[src/rtl/i2c_frame_timer.sv]
// I2C slave bit/byte/ACK phase timer: counts SCL edges inside a frame and marks
// word completion, the ACK slot phases and a programmable per-frame word limit.
module i2c_frame_timer #(
    parameter int DATA_BITS = 8,
    parameter int MAX_BYTES = 16,
    parameter int BC_W      = $clog2(MAX_BYTES + 1),
    localparam int BIT_W    = $clog2(DATA_BITS + 1)
) (
    input  logic             clk,
    input  logic             n_rst,
    input  logic             rising_edge_found,
    input  logic             falling_edge_found,
    input  logic             start_found,
    input  logic             stop_found,
    input  logic [BC_W-1:0]  byte_limit,
    output logic             byte_received,
    output logic             ack_prep,
    output logic             check_ack,
    output logic             ack_done,
    output logic             frame_active,
    output logic             limit_reached,
    output logic [BC_W-1:0]  byte_count,
    output logic [BIT_W-1:0] bit_count
);

    // state    | meaning
    // IDLE     | no frame, edges ignored
    // BITS     | sampling data bits on SCL rises
    // BYTE_RX  | word complete, byte_received pulse
    // WAIT_F   | waiting for SCL fall ahead of the ACK slot
    // ACK_PREP | SCL low, controller drives ACK on SDA
    // CHECK    | ACK-slot rise, check_ack pulse
    // WAIT_AF  | waiting for SCL fall closing the ACK slot
    // ACK_END  | ack_done pulse, decide next word or limit
    // LIMIT    | word limit hit, edges ignored until STOP/START
    typedef enum logic [3:0] {
        IDLE, BITS, BYTE_RX, WAIT_F, ACK_PREP, CHECK, WAIT_AF, ACK_END, LIMIT
    } state_t;

    localparam logic [BIT_W-1:0] BITS_FULL = BIT_W'(DATA_BITS);
    localparam logic [BC_W-1:0]  BYTES_MAX = BC_W'(MAX_BYTES);

    state_t           state_q, state_d;
    logic [BIT_W-1:0] bit_count_q, bit_count_d;
    logic [BC_W-1:0]  byte_count_q, byte_count_d;
    logic             byte_received_q, byte_received_d;
    logic             ack_prep_q, ack_prep_d;
    logic             check_ack_q, check_ack_d;
    logic             ack_done_q, ack_done_d;
    logic             frame_active_q, frame_active_d;
    logic             limit_reached_q, limit_reached_d;
    logic             rise, fall;

    // A fall coinciding with a rise is illegal upstream; the rise takes precedence.
    assign rise = rising_edge_found;
    assign fall = falling_edge_found & ~rising_edge_found;

    always_comb begin
        state_d      = state_q;
        bit_count_d  = bit_count_q;
        byte_count_d = byte_count_q;
        if (stop_found) begin
            state_d      = IDLE;
            bit_count_d  = '0;
            byte_count_d = '0;
        end else if (start_found) begin
            state_d      = BITS;
            bit_count_d  = '0;
            byte_count_d = '0;
        end else begin
            case (state_q)
                IDLE: state_d = IDLE;
                BITS: begin
                    if (bit_count_q == BITS_FULL) begin
                        state_d = BYTE_RX;
                        if (byte_count_q != BYTES_MAX) begin
                            byte_count_d = byte_count_q + BC_W'(1);
                        end
                    end else if (rise) begin
                        bit_count_d = bit_count_q + BIT_W'(1);
                    end
                end
                // Pulse states also take an edge directly so a 2-clk SCL phase is never lost.
                BYTE_RX:  state_d = fall ? ACK_PREP : WAIT_F;
                WAIT_F:   if (fall) state_d = ACK_PREP;
                ACK_PREP: if (rise) state_d = CHECK;
                CHECK:    state_d = fall ? ACK_END : WAIT_AF;
                WAIT_AF:  if (fall) state_d = ACK_END;
                ACK_END: begin
                    bit_count_d = '0;
                    if ((byte_limit != '0) && (byte_count_q >= byte_limit)) begin
                        state_d = LIMIT;
                    end else begin
                        state_d = BITS;
                    end
                end
                LIMIT:   state_d = LIMIT;
                default: state_d = IDLE;
            endcase
        end
    end

    always_comb begin
        byte_received_d = (state_d == BYTE_RX);
        ack_prep_d      = (state_d == ACK_PREP);
        check_ack_d     = (state_d == CHECK);
        ack_done_d      = (state_d == ACK_END);
        frame_active_d  = (state_d != IDLE);
        limit_reached_d = (state_d == LIMIT);
    end

    always_ff @(posedge clk) begin
        if (n_rst) begin
            state_q         <= IDLE;
            bit_count_q     <= '0;
            byte_count_q    <= '0;
            byte_received_q <= 1'b0;
            ack_prep_q      <= 1'b0;
            check_ack_q     <= 1'b0;
            ack_done_q      <= 1'b0;
            frame_active_q  <= 1'b0;
            limit_reached_q <= 1'b0;
        end else begin
            state_q         <= state_d;
            bit_count_q     <= bit_count_d;
            byte_count_q    <= byte_count_d;
            byte_received_q <= byte_received_d;
            ack_prep_q      <= ack_prep_d;
            check_ack_q     <= check_ack_d;
            ack_done_q      <= ack_done_d;
            frame_active_q  <= frame_active_d;
            limit_reached_q <= limit_reached_d;
        end
    end

    assign byte_received = byte_received_q;
    assign ack_prep      = ack_prep_q;
    assign check_ack     = check_ack_q;
    assign ack_done      = ack_done_q;
    assign frame_active  = frame_active_q;
    assign limit_reached = limit_reached_q;
    assign byte_count    = byte_count_q;
    assign bit_count     = bit_count_q;

endmodule

[config.mk]
export PLATFORM = sky130hd
export DESIGN_NAME = i2c_frame_timer
export DESIGN_NICKNAME = d
export VERILOG_FILES = /design/src/rtl/i2c_frame_timer.sv
export SDC_FILE = /design/constraint.sdc
export NUM_CORES = 1
export LEC_CHECK = 0
export ABC_CLOCK_PERIOD_IN_PS = 1800
export CORE_MARGIN = 2
export CORE_UTILIZATION = 50
export DETAILED_ROUTE_END_ITERATION = 6
export GPL_TIMING_DRIVEN = 0
export PLACE_DENSITY = 0.89
export SLEW_MARGIN = 40
export SYNTH_ARGS = -nofsm -noshare
export SYNTH_HDL_FRONTEND = slang
export SYNTH_SLANG_ARGS = --single-unit
[constraint.sdc]
create_clock -name clk -period 1.8 [get_ports clk]
set_input_delay 0.18 -clock clk [delete_from_list [all_inputs] [get_ports clk]]
set_output_delay 0.18 -clock clk [all_outputs]
set_load 0.02 [all_outputs]
### Word level (Yosys, flattened, before mapping)

Cells that the tools add are included.

| word-level totals | value |
|---|---|
| bits in writable memories | 0 |
| memories kept | 0 |
| word-level logic and storage cells | 51 |
| bits in latches | 0 |
| memory bits (read-only) | 0 |
| bits in registers | 19 |
| output and inout port bits | 15 |

| operators by class | value |
|---|---|
| div/mod/pow operators | 0 |
| $add $sub $neg | 2 |
| bitwise gates (word level) | 2 |
| reductions and logical operators | 7 |
| shift operators | 0 |
| multipliers | 0 |
| order comparisons | 1 |
| multiplexer cells | 13 |
| equality and inequality tests | 17 |

Operators with widths:

| cell | count |
|---|---|
| 2-to-1 mux 4 bit | 9 |
| case mux 4 bit (8 select lines) | 1 |
| equality test 4 x 3 -> 1 bit, second input constant | 7 |
| equality test 4 x 2 -> 1 bit, second input constant | 3 |
| equality test 4 bit, second input constant | 3 |
| case mux 4 bit (2 select lines) | 1 |
| AND reduction 3 bit | 2 |
| adder 5 x 1 -> 5 bit, second input constant | 1 |
| >= comparator 5 bit | 1 |
| inequality test 5 bit, second input constant | 1 |
| nonzero test 5 bit | 1 |
| adder 4 x 1 -> 4 bit, second input constant | 1 |
| equality test 4 x 1 -> 1 bit, second input constant | 1 |
| inequality test 2 bit, second input constant | 2 |
| nonzero test 4 bit | 1 |
| 2-to-1 mux 3 bit | 1 |
| OR reduction 3 bit | 1 |
| nonzero test 2 bit | 1 |
| bitwise AND 1 bit | 1 |
| logical AND 1 bit | 1 |
| 2-to-1 mux 1 bit | 1 |
| NOT 1 bit | 1 |

### Depth between registers and ports, before layout

Gate-level depths: netlist of run 1.

| depth | value |
|---|---|
| word-level depth | 7 |
| gate-level depth with buffers | 6 |
| mapped depth without buffers | 6 |

### Least setup slack after synthesis of run 1

OpenSTA, ideal clock, no wires.

| timing | value |
|---|---|
| path type | flip-flop to flip-flop |
| from | reg byte_count_q[2], in the netlist byte_count[2] |
| to | reg ack_prep_q, in the netlist ack_prep |
| slack | 20 ps |
| clock period less this slack | 1780 ps |
| stages on the path, launching flop included | 6 |
| setup time | 116 ps |
| data arrival time | 1664 ps |
| path through | dfxtp_1 ha_1 a211oi_1 o211ai_1 a211o_1 and4_1 |

| on the way | value |
|---|---|
| longest elaborated chain between the ends | 7 |

Ends and longest elaborated chain:

| what | RTL line | text |
|---|---|---|
| start, declared | 45 | `logic [BC_W-1:0] byte_count_q, byte_count_d;` |
| start signal, assigned | 126 | `byte_count_q <= byte_count_d;` |
| >= comparator 5 bit | 91 | `if ((byte_limit != '0) && (byte_count_q >= byte_limit)) begin` |
| logical AND 1 bit | 91 |  |
| 2-to-1 mux 4 bit | 91 |  |
| case mux 4 bit (8 select lines) | 71 | `case (state_q)` |
| 2-to-1 mux 4 bit | 66 | `end else if (start_found) begin` |
| 2-to-1 mux 4 bit | 62 | `if (stop_found) begin` |
| equality test 4 x 3 -> 1 bit | 105 | `ack_prep_d = (state_d == ACK_PREP);` |
| end signal, assigned | 128 | `ack_prep_q <= ack_prep_d;` |
| end, declared | 47 | `logic ack_prep_q, ack_prep_d;` |

No other way between the ends.
A chain may end at the register's enable or synchronous reset.

### Worst setup path in the final report of run 1

| timing | value |
|---|---|
| from | reg state_q[3] |
| to | reg byte_count_q[2], in the netlist byte_count[2] |

| on the way | value |
|---|---|
| longest elaborated chain between the ends | 2 |

Ends and longest elaborated chain:

| what | RTL line | text |
|---|---|---|
| start, declared | 43 | `state_t state_q, state_d;` |
| start signal, assigned | 124 | `state_q <= state_d;` |
| equality test 4 x 1 -> 1 bit | 71 |  |
| AND reduction 3 bit (no line) | -- |  |

No other way between the ends.

==> results.md, run 1 <==
- Status: finished with violations
- Violated checks: negative setup slack
- Die Ht: 53.40 microns
- Data arrival, critical path: 2.00 ns
- Final WL: roughly 3300 microns
- Root buf cell: clkbuf_4
- Fin. max-slew vios: 0
- Post-synthesis cell type count: 52
- DR vias/cell: 6.113
- Simple-Gate Fraction of Synth Area: 26.97%
- Drt first pass iters: 5
- Post-synth EDFFs: 0
- Clock buffer count from CTS: 3
- First-pass GRT wire length: 4554 microns
- Largest family of logic cells by synthesized area: simple AND/OR/NAND/NOR gates
- CTS tree: yes
- Die area: 2851 sq um
- Drt drc: 0
- Final min period: about 1.8 ns
- Final period util: 100.6%
- Clock tree sinks: 19
- Clk Latency, worst-skew pair: 0.30 ns
- GP Congestion: 0.8827
- Post-synth ARST share: 0%
- PD cells: 456.0 nW/um^2
- CP Launch Type: flop
- Worst hold path type: reg2reg
- Critical path class: reg2reg
- Ys flop type: dfxtp_1
- Routed Antenna Nets: 0
- Number of placement rows: 17
- Yosys warns: 0
- Final Setup Violations: 1
- Initial core utilization: 54.11%
- Skew final: 0.001060 ns
- Worst Tran Pin Value: about 0.53 ns
- Peak supply drop: 0.4055 mV
- I/O Buffers: 24
- Post-synthesis mux area share: less than 1%
- IO Count: 26
- Crit. End Element: flop
- Detailed Route Iter0 Violations: 35
- Vias: about 1.2k
- Sequential cell area: 389.1 sq um
- Crit path max fanout: 10
- Worst-path clk slew: 0.11 ns
- Final cell count without fillers: 195
- Synthesized instance count: ~140
- Initial antenna violation count: 0
- Leakage: 0.6335 nW
- H-Tree Level Count: 1
- Mean area per synthesized cell: 8.905 sq um
- XOR/XNOR Fraction of Synth Area: 4.308%
- Routed len/inst: 16.76 microns
- Max Buffers Root-to-Sink: 2
- Max-cap violation count: 0
- Vias in the first global route: 1042
- Pin count of the biggest net entering global routing: 11
- Die width: 53.40 microns
- Placed instance count: 189
- Post-synthesis sequential area ratio: 31.18%
- Synthesized flop and latch total: 19
- Inserted Diodes: 0
- NumNets Final: 188
- Setup ws final: -0.01133 ns
- Syn nets: 157
- Share of layout cells above drive strength 1: roughly 20%
- Fill cells: roughly 170
- Post-synthesis cell area: 1220 sq um
- Max transition margin: a little under two thirds
- Compound-Gate Fraction of Synth Area: 19.38%
- Worst path required time: 1.99 ns
- Post-DP HPWL: 2131 microns
- Gr usage total: 22.26%
- Final core utilization: 72.92%
- Remaining Overflow, GRT: 0
- Area Overhead vs Synth: 34.77%
- Max frequency: 552.1 MHz
- Fin. Hold Viols: 0
- Core box area: 2255 sq um
- Synth Area in Adders: 9.231%
- Multi-input gate area: 839.6 sq um
## critical path, cell delays in order (launching register included)
cell	delay, ns
dfxtp_1	0.36
buf_6	0.16
or4b_4	0.58
nor4b_2	0.38
xnor2_1	0.18
nor2_1	0.05
## cell usage after synthesis, types with 3 or more instances
cell type	n	share of area, %
a21oi_1	9	3.7
o211ai_1	3	1.8
ha_1	9	9.2
dfxtp_1	19	31
a211oi_1	5	3.1
nand3_1	3	1.2
nand2_1	7	2.2
inv_1	14	4.3
nor2_1	10	3.1
xnor2_1	4	2.9
## state kept, by name (all words and copies together) (netlist names)
| name | flops |
|---|---|
| bit_count | 4 |
| ack_prep | 1 |
| byte_received | 1 |
| check_ack | 1 |
| frame_active | 1 |
| ack_done | 1 |
| limit_reached | 1 |
| byte_count | 5 |
| state_q | 4 |
## cell usage in the layout, fill, tap and decap left out, drive strengths merged, types with 4 or more instances in the layout
cell type,instances
a211oi,5
a21oi,9
buf,7
clkbuf,5
clkdlybuf4s50,24
dfxtp,19
ha,9
inv,15
nand2,7
nor2,10
nor3,4
xnor2,4
## per-layer routing
layer	GRT usage [%]	wire, microns	part of all wire, %	vias to the layer above
li1	-	-	-	568
met1	26.80	1304	40	567
met2	38.68	1741	53	47
met3	3.955	149	4.6	10
met4	8.547	73	2.2	0
met5	0	0	0	-
## final timing paths
| kind | depth (start not counted) | to | from | slack, ns |
|---|---|---|---|---|
| max reg2reg | 5 | byte_count[2] | state_q[3] | -0.01 |
| min | 2 | bit_count[1] | bit_count[1] | 0.52 |
| max | 5 | byte_count[2] | state_q[3] | -0.01 |
| min reg2reg | 2 | bit_count[1] | bit_count[1] | 0.52 |
## metrics by stage
step | setup TNS [ns] | hold WS (ns) | setup WS (ns) | instance area, sq um | power [W]
final | -0.01133 | 0.5224 | -0.01133 | 1644 | 0.0007497
after detailed placement | -1.613 | 0.5256 | -0.3122 | 1495 | 0.0005194
after global placement | -1.204 | 0.5079 | -0.2388 | 1495 | 0.0005151
after global routing | -0.1283 | 0.5665 | -0.09138 | 1644 | 0.0007702
after floorplan | 0 | 0.2491 | 0.02018 | 1220 | 0.0004805
after CTS | 0 | 0.4815 | 0.0009921 | 1523 | 0.0007315
## report_power, final
group / leakage (nW) / switching (W) / internal (W)
Clock: 0.0150 / 0.000135 / 0.0000865
Combinational: 0.462 / 0.0000555 / 0.0000490
Sequential: 0.157 / 0.00000100 / 0.000423
Total: 0.634 / 0.000192 / 0.000558
## layout make-up
type / count / area share, %
Buffer: 6 / 2.588
Clock buffer: 4 / 1.598
Inverter: 15 / 3.425
Multi-Input combinational cell: 97 / 51.07
Sequential cell: 19 / 23.67
Tap cell: 28 / 2.131
Timing Repair Buffer: 26 / 15.53
## timing repair
| action | in CTS | in global routing |
|---|---|---|
| endpoints found under the hold margin | 0 | 0 |
| gates resized for setup | 1 | 20 |
| cloned | 0 | 0 |
| hold buffers | 0 | 0 |
| setup endpoints to repair | 4 | 8 |
| pin swaps | 0 | 3 |
| setup buffers | 0 | 2 |
## logic make-up after synthesis
kind of cell    after synthesis
simple gates                 49
compound gates               32
mux                           1
xor+xnor                      6
fa+ha+maj                     9
flops                        19
buf+inv                      21
No activity file was read; power rests on OpenSTA's default activity.
==> run 2, diff against run 1 <==
- CORE_ASPECT_RATIO: unset -> 1.5
==> run 2 against run 1 <==
Against the previous run:
- the flow now finishes without violations
- sequential cell count unchanged
- fmax up 1.9%
- power up 0.35%
- register-to-register slack better by 0.03 ns
- first-iteration DRC count up 34%
- non-clock buffer count up 1
- via count up 0.17%
- routed wire length down 7.8%
==> results.md, run 2 (synthesis gave the netlist of run 1 again) <==
- Status: complete, no violations
- Leakage: 0.6052 nW (-4.5%)
- Final period util: 98.73% (-1.9 points)
- Vias in the first global route: 1147 (+10%)
- Peak supply drop: 0.4652 mV (+15%)
- Area Overhead vs Synth: 30.15%
- Net switching power: 0.0002003 W (+4.6%)
- Fin. Hold Viols: 0 (unchanged)
- NumNets Final: 189 (+0.53%)
- CP Launch Type: flop
- PD cells: 473.8 nW/um^2 (+3.9%)
- Comb power frac: 12.3% (-1.6 points)
- Crit path cell chain: buf_6 > nand4b_2 > a21boi_2 > or4_1 > a21oi_1
- Placed instance count: 184 (-2.6%)
- Gr usage total: 20.94% (-1.3 points)
- Drt first pass iters: 5 (unchanged)
- Post-DP HPWL: 2218 microns (+4.1%)
- Detailed Route Iter0 Violations: 47 (+34%)
- Worst path buffer plus inverter count: 1 (unchanged)
- Final WL: 3014 microns (-7.8%)
- IO Count: 26 (unchanged)
- Max reg flops: 5 (unchanged)
- I/O Buffers: 24 (unchanged)
- Core box area: 2286 sq um (+1.4%)
- Crit. End Element: flop
- Setup TNS: 0 ns (+0.01133 ns)
- Vias: 1194 (+0.17%)
- Max Buffers Root-to-Sink: 2 (unchanged)
- P_int: 0.0005520 W (-1.1%)
- Clock share of power: 31.4% (+1.9 points)
- H-Tree Level Count: 1 (unchanged)
- Clk Latency, worst-skew pair: 0.32 ns (+0.02 ns)
- Slowest CP cell: or4_1
- CP top delay family: simple AND/OR/NAND/NOR gates
- Share of layout cells above drive strength 1: 16.67% (-3.7 points)
- Max transition margin: 65.32% (+1.4 points)
- DR vias/cell: 6.251 (+2.3%)
- Register share of total power: 56.4% (about the same)
- Final cell count without fillers: 191 (-2.1%)
- Crit path max fanout: 10 (unchanged)
- Inserted Diodes: 0 (unchanged)
- Setup ws final: 0.02291 ns (+0.03424 ns)
- Most frequent cells in the layout: clkdlybuf4s50_1, dfxtp_1, inv_1
- Die area: 2859 sq um (+0.28%)
- Remaining Overflow, GRT: 0 (unchanged)
- Routed Antenna Nets: 0 (unchanged)
- Number of placement rows: 21 (+4)
- Final Setup Violations: 0 (-1)
- Max-cap violation count: 0 (unchanged)
- Worst path max stage delay: 0.52 ns (-0.06 ns)
- Initial core utilization: 53.37% (-0.74 points)
- Worst-path clk slew: 0.12 ns (about the same)
- CTS tree: yes
- Worst hold path type: in2reg
- RSZ-0062 raised after global routing: true
- First-pass GRT wire length: 4609 microns (+1.2%)
- Fin. max-slew vios: 0 (unchanged)
- Die width: 44.33 microns (-17%)
- GP Congestion: 0.8708 (-1.3%)
- Net Sw Frac: 26.63% (+1.1 points)
- Critical path class: reg2reg
- Worst Tran Pin Value: 0.5129 ns (-0.02069 ns)
- Routed len/inst: 15.78 microns (-5.8%)
- Root buf cell: clkbuf_4
- Die Ht: 64.50 microns (+21%)
- Clock buffer count from CTS: 3 (unchanged)
- Final min period: 1.777 ns (-0.03424 ns)
- Commonest non-fill, non-tap cell in the layout: clkdlybuf4s50_1
- Clock tree sinks: 19 (unchanged)
- Pin count of the biggest net entering global routing: 13 (+2)
- Initial antenna violation count: 0 (unchanged)
- Max frequency: 562.7 MHz (+1.9%)
- Skew final: 0.01049 ns (+0.009433 ns)
- Worst path required time: 2.05 ns (+0.06 ns)
- Placement Setup Slack: -0.3862 ns (-0.07403 ns)
- Drt drc: 0 (unchanged)
- Data arrival, critical path: 2.03 ns (+0.03 ns)
==> run 2: cell count changes in the layout (fill, tap and decap cells not counted), sizes merged <==
cell	before	now
buf	7	8
clkbuf	5	4
clkinvlp	0	1
==> run 2: area by class of cell <==
type / count / area, sq um
clock buffer: 3 / 22.52
sequential: 19 / 382.9
fill: 173 / 698.2
buffer: 6 / 42.54
tap: 23 / 28.78
inverter: 15 / 56.30
timing repair buffer: 27 / 262.8
clock inverter: 1 / 7.507
multi-input combinational: 97 / 784.5
==> run 2: final timing paths <==
path | from | to | slack [ns] | depth (start not counted)
min reg2reg | bit_count[3] | bit_count[3] | 0.53 | 2
max | state_q[3] | bit_count[3] | 0.02 | 5
min | stop_found | state_q[0] | 0.48 | 4
max reg2reg | state_q[3] | bit_count[3] | 0.02 | 5
==> run 2: power groups by stage <==
stage               Combinational (W)  Clock [W]  Sequential [W]
finish                      0.0000922   0.000236        0.000424
global placement            0.0000816          0        0.000434
detailed placement          0.0000852          0        0.000434
CTS                         0.0000882   0.000235        0.000424
global route                0.0000996   0.000250        0.000425
floorplan                   0.0000452          0        0.000435
==> run 2: what timing repair did <==
item / in CTS / in global routing
endpoints found under the setup margin: 6 / 9
buffers inserted: 0 / 3
hold buffers: 0 / 0
pin swaps: 2 / 2
resized for setup: 4 / 5
==> run 2: through the flow <==
step                      cell area [sq um]  power (W)  hold WS, ns  util (%)
final                                  1588  0.0007523       0.4829     69.46
after global routing                   1588  0.0007746       0.5256     69.46
after CTS                              1541  0.0007473       0.4629     67.43
after detailed placement               1489  0.0005191       0.5188     65.13
after global placement                 1489  0.0005153       0.5084     65.13
after floorplan                        1220  0.0004805       0.2491         -
==> run 2: worst reg2reg max path, cell delays in order, from the launching register on <==
cell	delay (ns)
dfxtp_1	0.37
buf_6	0.16
nand4b_2	0.28
a21boi_2	0.24
or4_1	0.52
a21oi_1	0.14
==> run 2: per-layer routing <==
| metal | global-route usage [%] | up-vias | wire [microns] |
|---|---|---|---|
| li1 | - | 566 | - |
| met3 | 3.900 | 7 | 113 |
| met1 | 20.73 | 578 | 1155 |
| met5 | 0 | - | 0 |
| met2 | 39.71 | 43 | 1688 |
| met4 | 9.470 | 0 | 56 |
==> run 3, diff against run 2 <==
- ABC_CLOCK_PERIOD_IN_PS: 1800 -> unset
==> results of run 3 <==
No change in the layout: final DEF, timing and power equal those of run 2.
